<file path="config.mk">
export PLATFORM = sky130hd
export DESIGN_NAME = mem_bus_arbiter
export DESIGN_NICKNAME = d
export VERILOG_FILES = /design/src/rtl/tinymcu_bus_pkg.sv /design/src/rtl/rr_arbiter2.sv /design/src/rtl/mem_bus_arbiter.sv
export SDC_FILE = /design/constraint.sdc
export NUM_CORES = 1
export LEC_CHECK = 0
export BUFFER_PORTS_ARGS = -buffer_cell sky130_fd_sc_hd__buf_2
export CAP_MARGIN = 5
export CORE_ASPECT_RATIO = 0.8
export CORE_UTILIZATION = 50
export CTS_CLUSTER_SIZE = 20
export DETAILED_ROUTE_END_ITERATION = 8
export PLACE_DENSITY = 0.84
export SLEW_MARGIN = 20
export SYNTH_ARGS = -nofsm -noshare
export SYNTH_HDL_FRONTEND = slang
export SYNTH_SLANG_ARGS = --single-unit
</file>
<file path="constraint.sdc">
create_clock -name clk -period 5 [get_ports clk]
set_input_delay 0.5 -clock clk [delete_from_list [all_inputs] [get_ports clk]]
set_output_delay 0.5 -clock clk [all_outputs]
set_load 0.03 [all_outputs]
</file>
<file path="src/rtl/tinymcu_bus_pkg.sv">
// Shared types for the memory/MMIO bus arbiter: FSM states and master ids.
package tinymcu_bus_pkg;

   typedef enum logic [1:0] {IDLE, ISSUE, WAIT, ACK} bus_state_t;

   typedef logic master_id_t;

   localparam master_id_t M0 = 1'b0;
   localparam master_id_t M1 = 1'b1;

endpackage

</file>
<file path="src/rtl/rr_arbiter2.sv">
// Two-way arbiter. It picks the winner combinationally from the live requests.
// It remembers which master was granted last, so a tie can go to the other master.
module rr_arbiter2
   import tinymcu_bus_pkg::*;
(
   input  logic       clk,
   input  logic       reset,
   input  logic [1:0] req,
   input  logic       fair,
   input  logic       grant_en,
   output master_id_t gnt_id,
   output logic       gnt_valid
);

   // Master granted most recently. It resets to M1 so that the first tie goes to M0.
   master_id_t r_last;

   // Select the winner. With fair set, a tie goes to the master not granted last.
   // With fair clear, M0 always wins a tie.
   always_comb begin
      gnt_valid = |req;
      gnt_id    = M0;
      if (req == 2'b11) begin
         gnt_id = (fair && (r_last == M0)) ? M1 : M0;
      end else if (req == 2'b10) begin
         gnt_id = M1;
      end
   end

   // Move the pointer on every accepted grant.
   always_ff @(posedge clk or posedge reset) begin
      if (reset) begin
         r_last <= M1;
      end else if (grant_en && gnt_valid) begin
         r_last <= gnt_id;
      end
   end

endmodule

</file>
<file path="src/rtl/mem_bus_arbiter.sv">
// Lets two masters share one memory/MMIO bus.
// The arbiter grants one transaction at a time and drives the bus strobes for it.
// It waits RD_LAT cycles for read data, then returns a one-cycle ack to the owner.
// Handshake: a master holds req and its we/addr/wdata stable until it sees its ack pulse.
// A req that is still high in the cycle after the ack starts a new transaction.
module mem_bus_arbiter
   import tinymcu_bus_pkg::*;
#(
   parameter int AW     = 16,
   parameter int DW     = 8,
   parameter int RD_LAT = 1,
   parameter int FAIR   = 1
)(
   input  logic          clk,
   input  logic          reset,
   input  logic          m0_req,
   input  logic          m0_we,
   input  logic [AW-1:0] m0_addr,
   input  logic [DW-1:0] m0_wdata,
   output logic          m0_ack,
   input  logic          m1_req,
   input  logic          m1_we,
   input  logic [AW-1:0] m1_addr,
   input  logic [DW-1:0] m1_wdata,
   output logic          m1_ack,
   output logic [DW-1:0] rdata,
   output logic [AW-1:0] bus_addr,
   output logic          bus_we,
   output logic          bus_oe,
   output logic [DW-1:0] bus_wdata,
   input  logic [DW-1:0] bus_rdata,
   output logic          bus_owner
);

   localparam logic [3:0] CNT_INIT = 4'(RD_LAT - 1);
   localparam logic       L_FAIR   = (FAIR != 0);

   bus_state_t    r_state;
   master_id_t    r_owner;
   logic          r_we;
   logic [AW-1:0] r_addr;
   logic [DW-1:0] r_wdata;
   logic [3:0]    r_cnt;
   logic          r_bus_we;
   logic          r_bus_oe;
   logic          r_m0_ack;
   logic          r_m1_ack;
   logic [DW-1:0] r_rdata;

   logic [1:0]    w_req;
   logic          w_grant_en;
   master_id_t    w_gnt_id;
   logic          w_gnt_valid;
   logic          w_sel_we;
   logic [AW-1:0] w_sel_addr;
   logic [DW-1:0] w_sel_wdata;

   assign w_req      = {m1_req, m0_req};
   assign w_grant_en = (r_state == IDLE);

   rr_arbiter2 u_arb (
      .clk       (clk),
      .reset     (reset),
      .req       (w_req),
      .fair      (L_FAIR),
      .grant_en  (w_grant_en),
      .gnt_id    (w_gnt_id),
      .gnt_valid (w_gnt_valid)
   );

   // Route the winning master's command to the latch registers.
   always_comb begin
      w_sel_we    = m0_we;
      w_sel_addr  = m0_addr;
      w_sel_wdata = m0_wdata;
      if (w_gnt_id == M1) begin
         w_sel_we    = m1_we;
         w_sel_addr  = m1_addr;
         w_sel_wdata = m1_wdata;
      end
   end

   // Transaction FSM. It runs IDLE -> ISSUE -> [WAIT] -> ACK -> IDLE and registers every output.
   // Address and write data keep their last values while idle; only the strobes drop.
   always_ff @(posedge clk or posedge reset) begin
      if (reset) begin
         r_state  <= IDLE;
         r_owner  <= M0;
         r_we     <= 1'b0;
         r_addr   <= '0;
         r_wdata  <= '0;
         r_cnt    <= '0;
         r_bus_we <= 1'b0;
         r_bus_oe <= 1'b0;
         r_m0_ack <= 1'b0;
         r_m1_ack <= 1'b0;
         r_rdata  <= '0;
      end else begin
         case (r_state)
            IDLE: begin
               if (w_gnt_valid) begin
                  r_owner  <= w_gnt_id;
                  r_we     <= w_sel_we;
                  r_addr   <= w_sel_addr;
                  r_wdata  <= w_sel_wdata;
                  r_bus_we <= w_sel_we;
                  r_bus_oe <= ~w_sel_we;
                  r_state  <= ISSUE;
               end
            end
            ISSUE: begin
               if (r_we) begin
                  r_bus_we <= 1'b0;
                  r_m0_ack <= (r_owner == M0);
                  r_m1_ack <= (r_owner == M1);
                  r_state  <= ACK;
               end else begin
                  r_cnt   <= CNT_INIT;
                  r_state <= WAIT;
               end
            end
            WAIT: begin
               if (r_cnt == 4'd0) begin
                  r_rdata  <= bus_rdata;
                  r_bus_oe <= 1'b0;
                  r_m0_ack <= (r_owner == M0);
                  r_m1_ack <= (r_owner == M1);
                  r_state  <= ACK;
               end else begin
                  r_cnt <= r_cnt - 4'd1;
               end
            end
            ACK: begin
               r_m0_ack <= 1'b0;
               r_m1_ack <= 1'b0;
               r_state  <= IDLE;
            end
            default: begin
               r_state <= IDLE;
            end
         endcase
      end
   end

   assign m0_ack    = r_m0_ack;
   assign m1_ack    = r_m1_ack;
   assign rdata     = r_rdata;
   assign bus_addr  = r_addr;
   assign bus_wdata = r_wdata;
   assign bus_we    = r_bus_we;
   assign bus_oe    = r_bus_oe;
   assign bus_owner = r_owner;

endmodule
</file>
==> impl_metrics.py <==
metrics = {
    "status": {
        "outcome": "finished clean",
    },
    "drt": {
        "via_per_inst": 5.25,
        "drt_first_iter_violations": 97,
        "dr.pass1.iters": 4,
        "wl_per_cell_um": 13.9,
        "vias": 1852,
        "finalWirelength_mm": 4.91,
        "remaining_drc_errors": 0,
        "antenna_left": 0,
    },
    "grt": {
        "grt_overflow": 0,
        "grt_pass1_vias": 1527,
        "antenna_found_initial": 0,
        "grt_pass1_wl_mm": 7.27,
        "grt_usage_pct": 20.5,
        "grt_max_degree": 54,
    },
    "logic_synthesis": {
        "synthAdderAreaFrac_pct": 3.95,
        "yosysUniqueCellTypes": 38,
        "yosys_warnings": 0,
        "syn_inst": 199,
        "synth_compound_area_share_pct": 13.6,
        "syn_nets": 268,
        "ys_seq_elements": 45,
        "syn-mean-instance-area_um2": 11.1,
        "syn_area_um2": 2210,
        "ys_seq_area_share_pct": 50.9,
        "synth_top_family_by_area": "multiplexers",
        "synth.area.mux_share_pct": 18.2,
        "yosys.area_share.simple_pct": 9.27,
        "synth_xor_area_share_pct": 0,
    },
    "die": {
        "die_w_um": 76.4,
        "num_rows": 21,
        "start_util_pct": 52.7,
        "die_area_um2": 4700,
        "die_h_um": 61.5,
        "io_pins": 99,
        "coreArea_um2": 4200,
    },
    "placed_design": {
        "dpl.cell_count": 344,
        "placed_area_um2": 2740,
        "place.gp.congestion": 0.813,
        "port_buffers": 98,
        "hpwl_mm": 3.61,
    },
    "power_and_ir_drop": {
        "power_density_nw_per_um2": 639,
        "ir_drop_uv": 378,
        "p_leak_nw": 1.45,
    },
    "clock_tree": {
        "htreeDepth": 2,
        "insertion_delay_ns": 0.30,
        "cts_hold_buf": 0,
        "path_clk_slew_ns": 0.08,
        "ctsResizeCount": 0,
        "numClockSinks": 45,
        "cts_max_path_buffers": 2,
        "cts_tree": "done",
        "root_buffer": "clkbuf_8",
        "post_cts_buffers": 0,
        "numCtsBuffers": 5,
    },
    "cells_and_area": {
        "fin_area_um2": 2890,
        "finalNetCount": 364,
        "fin_cells": 353,
        "ff_latch_area_um2": 1130,
        "postLayoutCoreUtil_pct": 68.7,
        "fillCellCount": 332,
        "multi_input_area_um2": 1020,
        "area_growth_syn_to_layout_pct": 30.3,
        "drive_gt1_share_pct": 42.6,
        "diodes": 0,
    },
    "timing": {
        "final-hold-violation-count": 0,
        "max_freq_mhz": 473,
        "min_period_over_period_pct": 42.3,
        "timing.hold.ws_ns": 0.405,
        "finalMaxSlewViolations": 0,
        "setup_viol": 0,
        "worstMarginPinSlew_ns": 1.04,
        "finalSetupTns_ns": 0,
        "slew_headroom_pct": 30.6,
        "fin_skew_ns": 0.00401,
        "grt_setup_unrepaired": "false",
        "layout_min_cycle_time_ns": 2.11,
    },
    "critical_path": {
        "path_class": "flip-flop to flip-flop",
        "rr_startpoint": "r_state[0]",
        "cp-start-kind": "flip-flop",
        "endpoint_kind": "flip-flop",
        "slowest_stage": "nor3b_1",
        "cp.required_ns": 5.19,
        "regToRegSetupSlack_ns": 2.89,
        "arrival_ns": 2.30,
        "slowest_delay_ns": 0.58,
        "ff2ff_path_depth": 5,
        "reg2reg_to": "r_state[1]",
        "path_max_fanout": 7,
        "crit_path_cell_trace": "inv_1, ha_1, nor3b_1, a21oi_1, mux2_1",
    },
    "flow_run": {
        "max-cap-violations": 0,
    },
    "min_path": {
        "hold_path.class": "primary input to async pin",
    },
}
[layout make-up]
cell class	instances	area share, %
repair buffers	99	17.9
flip-flops and latches	45	39.1
well taps	57	2.47
clock inverters	2	1.30
multi-input cells	136	35.3
clock buffers	6	2.86
inverters	8	1.04
[power by group]
group          total, mW  internal [mW]  switching (mW)
Sequential         0.624          0.531          0.0927
Combinational      0.936          0.330           0.606
Clock              0.287          0.162           0.124
[kinds of logic (layout without fill, tap and decap cells)]
kind of cell    count (synthesis)  count (layout)
compound gates                 48              48
fa+ha+maj                       7               7
buf+inv                        18             115
flops                          45              45
mux                            38              38
simple gates                   43              43
[critical path, delay by kind of cell (launching register included)]
kind	cells	cell delay, ns
compound gates	1	0.14
fa+ha+maj	1	0.37
buf+inv	1	0.14
flops	1	0.43
mux	1	0.34
simple gates	1	0.58
[how the worst max path moves through the flow]
stage	start	to	slack [ns]	depth (start not counted)
3_5_place_dp	m0_req	bus_oe	2.66	4
2_1_floorplan	r_cnt[0]	m0_ack	3.25	5
5_1_grt	r_state[0]	r_state[1]	2.81	5
4_1_cts	u_arb.r_last	bus_oe	2.90	3
3_3_place_gp	m1_req	bus_oe	2.79	4
6_report	r_state[0]	r_state[1]	2.89	5
[cell usage in the layout, fill, tap and decap left out, types with 2 or more instances in the layout]
master / netlist / layout
clkbuf_8: 1 / 6
nand3_1: 2 / 2
dfrtp_1: 44 / 44
mux2_4: 2 / 2
mux2i_1: 26 / 26
o311ai_0: 2 / 2
nand2_1: 28 / 28
nor2_1: 3 / 3
o21ai_0: 31 / 31
mux2_2: 9 / 9
a31oi_1: 2 / 2
inv_1: 8 / 7
nand3b_1: 2 / 2
nor3b_1: 2 / 2
a21oi_1: 2 / 2
buf_2: 1 / 98
ha_1: 7 / 7
[cells in the mapped netlist]
master | instances | share of area, %
dfrtp_1 | 44 | 50
o21ai_0 | 31 | 7.0
nand2_1 | 28 | 4.7
mux2i_1 | 26 | 12
mux2_2 | 9 | 4.6
inv_1 | 8 | 1.4
ha_1 | 7 | 4.0
clkbuf_1 | 5 | 0.85
buf_4 | 3 | 1.0
nor2_1 | 3 | 0.51
a21oi_1 | 2 | 0.45
a31oi_1 | 2 | 0.56
mux2_4 | 2 | 1.4
nand3_1 | 2 | 0.45
nand3b_1 | 2 | 0.68
nor3b_1 | 2 | 0.68
o311ai_0 | 2 | 0.79
a211o_1 | 1 | 0.40
a211oi_1 | 1 | 0.34
a21boi_1 | 1 | 0.34
a221oi_4 | 1 | 1.2
a22o_1 | 1 | 0.40
a2bb2oi_1 | 1 | 0.40
and2_1 | 1 | 0.28
and2b_1 | 1 | 0.34
and4bb_2 | 1 | 0.56
buf_2 | 1 | 0.23
clkbuf_8 | 1 | 0.62
dfstp_2 | 1 | 1.2
mux2_1 | 1 | 0.51
nor3_1 | 1 | 0.23
nor4_1 | 1 | 0.28
o211ai_1 | 1 | 0.34
o21ai_1 | 1 | 0.23
o311ai_1 | 1 | 0.40
o31a_2 | 1 | 0.45
o31ai_1 | 1 | 0.34
or3b_4 | 1 | 0.51
[registers in the layout, indices dropped and copies added (netlist names), 2 cells and up]
register   cells
r_state        2
rdata          8
bus_wdata      8
bus_addr      16
r_cnt          4
[per-stage QoR]
step / total power [mW] / setup slack (ns)
after floorplan: 1.31 / 3.25
after global placement: 1.53 / 2.79
after detailed placement: 1.57 / 2.66
after CTS: 1.85 / 2.90
after global routing: 1.96 / 2.81
final: 1.85 / 2.89
[layer usage]
layer | share of wire (%) | vias up | GRT usage [%]
met3 | 6.4 | 7 | 5.93
met2 | 50 | 61 | 34.6
met4 | 1.3 | 0 | 7.42
li1 | - | 898 | -
met1 | 43 | 886 | 25.9
met5 | 0 | - | 0
Power figures use the tool's default switching activity.
